===== config.mk =====
export PLATFORM = sky130hd
export DESIGN_NAME = mem_array_ctrl
export DESIGN_NICKNAME = d
export VERILOG_FILES = /design/src/rtl/mem_array_ctrl.sv
export SDC_FILE = /design/constraint.sdc
export NUM_CORES = 1
export LEC_CHECK = 0
export BUFFER_PORTS_ARGS = -buffer_cell sky130_fd_sc_hd__buf_4
export CORE_MARGIN = 4
export CORE_UTILIZATION = 38
export DETAILED_ROUTE_END_ITERATION = 8
export GPL_TIMING_DRIVEN = 1
export SETUP_SLACK_MARGIN = 0.05
export SYNTH_ARGS = -nofsm -noshare
export SYNTH_HDL_FRONTEND = slang
export SYNTH_SLANG_ARGS = --single-unit

===== constraint.sdc =====
create_clock -name clk -period 2.15 [get_ports clk]
set_input_delay 0.43 -clock clk [delete_from_list [all_inputs] [get_ports clk]]
set_output_delay 0.43 -clock clk [all_outputs]
set_load 0.01 [all_outputs]

===== src/rtl/mem_array_ctrl.sv =====
// mem_array_ctrl
// Single-port register-array scratch memory with a built-in access/clear FSM.
// Write and read requests use a ready/valid handshake, and read data is
// registered. A bulk-clear sequence zeroes one word per cycle.
//
// Ports:
//   clk      system clock; all state changes on its rising edge
//   rst      synchronous reset, active-high
//   select   access request strobe; taken only while ready=1
//   op       access type: 1 = write, 0 = read
//   adr      word address, captured with an accepted request
//   wdata    write data, captured with an accepted write
//   clr      bulk-clear request; taken only while ready=1, beats select
//   ready    block is idle and accepts a request this cycle
//   rdata    registered read data; holds until the next read completes
//   rvalid   one-cycle pulse when rdata has just been updated
//   busy_clr clear sequence in progress
//
// state | meaning
// IDLE  | ready for clr or an access request
// WRITE | commit the captured write data at the end of this cycle
// READ  | load rdata from the captured address and pulse rvalid
// CLEAR | zero mem[cnt] each cycle until the last word is zeroed

module mem_array_ctrl #(
  parameter int DATA_W = 8,
  parameter int ADDR_W = 3
) (
  input  logic              clk,
  input  logic              rst,
  input  logic              select,
  input  logic              op,
  input  logic [ADDR_W-1:0] adr,
  input  logic [DATA_W-1:0] wdata,
  input  logic              clr,
  output logic              ready,
  output logic [DATA_W-1:0] rdata,
  output logic              rvalid,
  output logic              busy_clr
);

  localparam int DEPTH = 2 ** ADDR_W;

  typedef enum logic [1:0] {IDLE, WRITE, READ, CLEAR} state_t;

  state_t            state, state_nxt;
  logic [ADDR_W-1:0] adr_q;
  logic [DATA_W-1:0] wdata_q;
  logic [ADDR_W-1:0] cnt;
  logic [DATA_W-1:0] mem [DEPTH];

  always_ff @(posedge clk) begin
    if (rst) state <= IDLE;
    else     state <= state_nxt;
  end

  always_comb begin
    state_nxt = state;
    case (state)
      IDLE: begin
        if (clr)         state_nxt = CLEAR;
        else if (select) state_nxt = op ? WRITE : READ;
      end
      WRITE:   state_nxt = IDLE;
      READ:    state_nxt = IDLE;
      CLEAR:   if (cnt == ADDR_W'(DEPTH - 1)) state_nxt = IDLE;
      default: state_nxt = IDLE;
    endcase
  end

  assign ready    = (state == IDLE);
  assign busy_clr = (state == CLEAR);

  // Request capture; a clear in the same cycle drops the access.
  always_ff @(posedge clk) begin
    if (state == IDLE && !clr && select) begin
      adr_q   <= adr;
      wdata_q <= wdata;
    end
  end

  // Clear counter wraps to 0 naturally after the last word.
  always_ff @(posedge clk) begin
    if (rst)                        cnt <= '0;
    else if (state == IDLE && clr)  cnt <= '0;
    else if (state == CLEAR)        cnt <= cnt + ADDR_W'(1);
  end

  always_ff @(posedge clk) begin
    if (rst) begin
      rdata  <= '0;
      rvalid <= 1'b0;
    end else begin
      rvalid <= (state == READ);
      if (state == READ) rdata <= mem[adr_q];
    end
  end

  // Array has no reset; a reset edge suppresses any pending write or
  // clear step so an aborted sequence leaves untouched words intact.
  always_ff @(posedge clk) begin
    if (!rst) begin
      if (state == WRITE)      mem[adr_q] <= wdata_q;
      else if (state == CLEAR) mem[cnt]   <= '0;
    end
  end

endmodule


# Word level (Yosys, flattened, before mapping)
# Memories as Yosys holds them, arrays and structs flattened. A register that Yosys moved wholly into a read port is not among the register bits.
# Index checks and enable logic that the tools add are counted.
# totals
regBits	17
ram_bits	64
in_bits	16
out_inout_bits	11
n_memories	1
# classes
add_sub_neg	1
n_eq_ne	6
mux	15
n_reduce_logical	9
# memory_table
memory	depth	word_bits	read_ports	rd_ports_with_merged_regs	wr	line_no	source
mem	8	8	1	1	1	50	logic [DATA_W-1:0] mem [DEPTH];
# op_table
op	n
$mux 1	8
$mux 2	4
$mux 8	1
$reduce_or 8->1	1
$pmux 2 s3	1
$eq 2x2->1 const B	2
$reduce_or 2->1	2
$add 3x1->3 const B	1
$eq 3x3->1 const B	1
$logic_and 1x1->1	3
$mux 3	1
$ne 3x3->1 const B	1
$eq 2x1->1 const B	1
$logic_not 2->1	1
$ne 2x1->1 const B	1
$reduce_and 2->1	1
$logic_not 1->1	1

# Depth between registers and ports, before layout
# depth
word_depth	7
depth_mapped	6

# Worst setup path after synthesis
# Ideal clock, no wire load.
# synth_timing
path_type	flip-flop to flip-flop
start	reg state[1]
end	reg adr_q[0] (enable)
t_arrival_ns	1.793
t_required_ns	1.737
setup_slack_ns	-0.056
path_stages_with_launch	3
cell_sequence	dfxtp_1 -> buf_2 -> nor4b_1
# synth_via
elab_chain_cells	3
# synth_lines
element	line_no	source
start: declaration	46	state_t state, state_nxt;
start signal: assignment	54	else state <= state_nxt;
$logic_not 2->1	76	if (state == IDLE && !clr && select) begin
$logic_and 1x1->1 (2 in a row)	76	
end signal: assignment	77	adr_q <= adr;
end: declaration	47	logic [ADDR_W-1:0] adr_q;
# No other way between the ends.
# A chain may end at the register's enable or synchronous reset.

# Worst setup path after layout
# layout_timing
start	reg state[1]
end	out busy_clr
# layout_via
elab_chain_cells	1
# layout_lines
element	line_no	source
$eq 2x2->1	72	assign busy_clr = (state == CLEAR);
end: declaration	39	output logic busy_clr
# No other way between the ends.

==> out/results.ini <==
[clock_network]
h-tree-depth = 3
cts-root-buf = clkbuf_8
clock-sinks = 89
path_clk_slew_ns = 0.08
ctsResizeCount = 0
tritoncts.num_buffers = 9
post_cts_buffers = 0
insertion_delay_ns = 0.35
ctsHoldBuffers = 0
cts_tree = yes
cts.path.max_buffers = 2

[die]
start_util_pct = 38.84
rows = 35
fp.dieW_um = 104.7
dieArea_mm2 = 0.01097
core_area_mm2 = 0.009153
pin_count = 27
die-height_um = 104.7

[finish]
final_common_cell = edfxtp_1
layout_common_cells = 75 x edfxtp_1, 39 x buf_4, 35 x mux2i_1, 23 x nor2_1, 16 x a22oi_1
syn_to_final_growth_pct = 16.05
drive_above_1_share_pct = 24.09
nNetsFinal = 288
stdcell_area_mm2 = 0.004125
insertedDiodeCount = 0

[grt]
grt_pass1_wl_um = 10530
grt_start_max_net_pins = 34
antenna_found_initial = 0
grt_overflow = 0
grt_pass1_vias = 1919
grt_usage_pct = 12.87

[pwr]
powerDensity_mw_per_mm2 = 814.9
peakVddDrop_mv = 0.4265
p_total_uw = 3362
power_leakage_uw = 0.001519

[sta]
finalCriticalPeriod_ns = 1.696
rsz0062_at_grt = no
fin_ws_ns = 0.4543
clock_skew_ns = 0.009827
hold-worst-slack_ns = 0.2490
slew_viol_final = 0
tns_ns = 0
finalHoldViolations = 0
max_slew_margin_pct = 60.35
worst_slew_pin_slew_ns = 0.5935
fin_crit_sh_pct = 78.87
setup_violations = 0
max_freq_mhz = 589.7

[synth]
yosysWarnings = 0
synthesis.nets = 249
synth.distinct_cells = 29
synth-seq-area-share_pct = 71.24
ys_ff_latch = 89
synth.avg_cell_area_um2 = 15.39
netlist_area_mm2 = 0.003555
synthCells = 231

[drt]
drtPass1Iterations = 4
postRouteAntennaNets = 0
vias = 1914
postRouteWirelength_um = 6813
drtIter0Drc = 89
viasPerCell = 4.971
drcViolationCount = 0
wire_per_inst_um = 17.70

[critical_path]
critical_path.slowest_cell = dfxtp_1
critPathMostFrequentCell = buf_4
r2r-start = adr_q[2]
cp_cell_sequence = buf_4 -> nand2_1 -> inv_2 -> buf_4
worst-path-max-fanout = 10
critical_path_arrival_ns = 1.27
crit_required_ns = 1.72
worstSetupStartpoint = state[1]
slowest_delay_ns = 0.38
cp-end-kind = output pin
path_class = flip-flop to output pin
start_kind = flip-flop

[run_status]
status = complete, no violations

[hold_path]
min_from = wdata[1]
hold_class = input pin to flip-flop

[placement]
portBuffers = 26
dpl_cell_area_mm2 = 0.003940
place_ws_ns = 0.3084
hpwl_um = 4700
place_congestion = 0.8133

[run]
cap_violations = 0

==> state kept, by name (all words and copies together), names as in the netlist <==
register	cells
adr_q	3
cnt	3
mem	64
rdata	8
rvalid	1
state	2
wdata_q	8
==> cell families after synthesis <==
family	after synthesis	share of synthesized area, %
adder cells (fa/ha/maj)	2	0.7039
buffers and inverters	14	2.252
flip-flops	89	71.24
AO/OA/AOI/OAI	32	6.089
multiplexers	35	9.856
AND/OR/NAND/NOR	59	9.856
==> stage by stage <==
stage | utilization (%) | std cells
finish | 45.07 | 385
global route | 45.07 | 385
CTS | 45.07 | 385
detailed placement | 43.05 | 370
global placement | 43.05 | 370
floorplan | - | 231
==> path summary, 6_finish.rpt <==
check,cells past startpoint,endpoint,slack [ns]
min,1,wdata_q[1],0.25
max reg2reg,4,rdata[3],0.47
max,4,busy_clr,0.45
min reg2reg,2,rdata[1],0.54
==> worst max-delay path: cells and delay by family (launching register included) <==
kind	cells	cell delay, ns
buffers and inverters	3	0.44
flip-flops	1	0.38
AND/OR/NAND/NOR	1	0.11
==> metal layers <==
layer	global-route usage, %	part of all wire [%]	vias up
met2	19.97	48	31
met3	2.718	3.3	10
li1	-	-	943
met4	5.436	2.0	0
met1	17.59	47	930
met5	0	0	-
==> cell type report <==
cell class	count	area [um^2]
sequential	89	2532
tap	111	138.9
multi-input combinational	128	948.4
fill	813	5027
clock buffer	10	127.6
inverter	2	7.507
clock inverter	5	57.56
timing repair buffer	40	312.8
==> report_power, final <==
part / leakage [uW] / total, uW / internal [uW] / switching, uW
registers: 0.000793 / 1950 / 1920 / 24.3
clock network: 0.0000961 / 1090 / 531 / 559
logic: 0.000630 / 322 / 136 / 186
==> synth_stat cells, drive strengths merged <==
library cell,number,area (um^2)
and2b,1,7.510
buf,7,52.54
o21ai,2,10.01
nand2b,6,37.54
edfxtp,75,2252
nand3b,1,20.02
ha,2,25.02
dfxtp,14,280.3
a21oi,10,50.05
inv,2,7.500
mux2i,35,350.3
nor4,2,12.51
nand2,3,11.26
a211oi,2,15.01
clkbuf,5,20.01
and2,9,56.30
nor2b,3,18.77
a2111oi,1,15.01
or2,1,6.260
nor2,23,86.33
o22ai,1,6.260
nor3,9,85.08
nor4b,1,8.760
a22oi,16,120.1
Power figures use the tool's default switching activity.
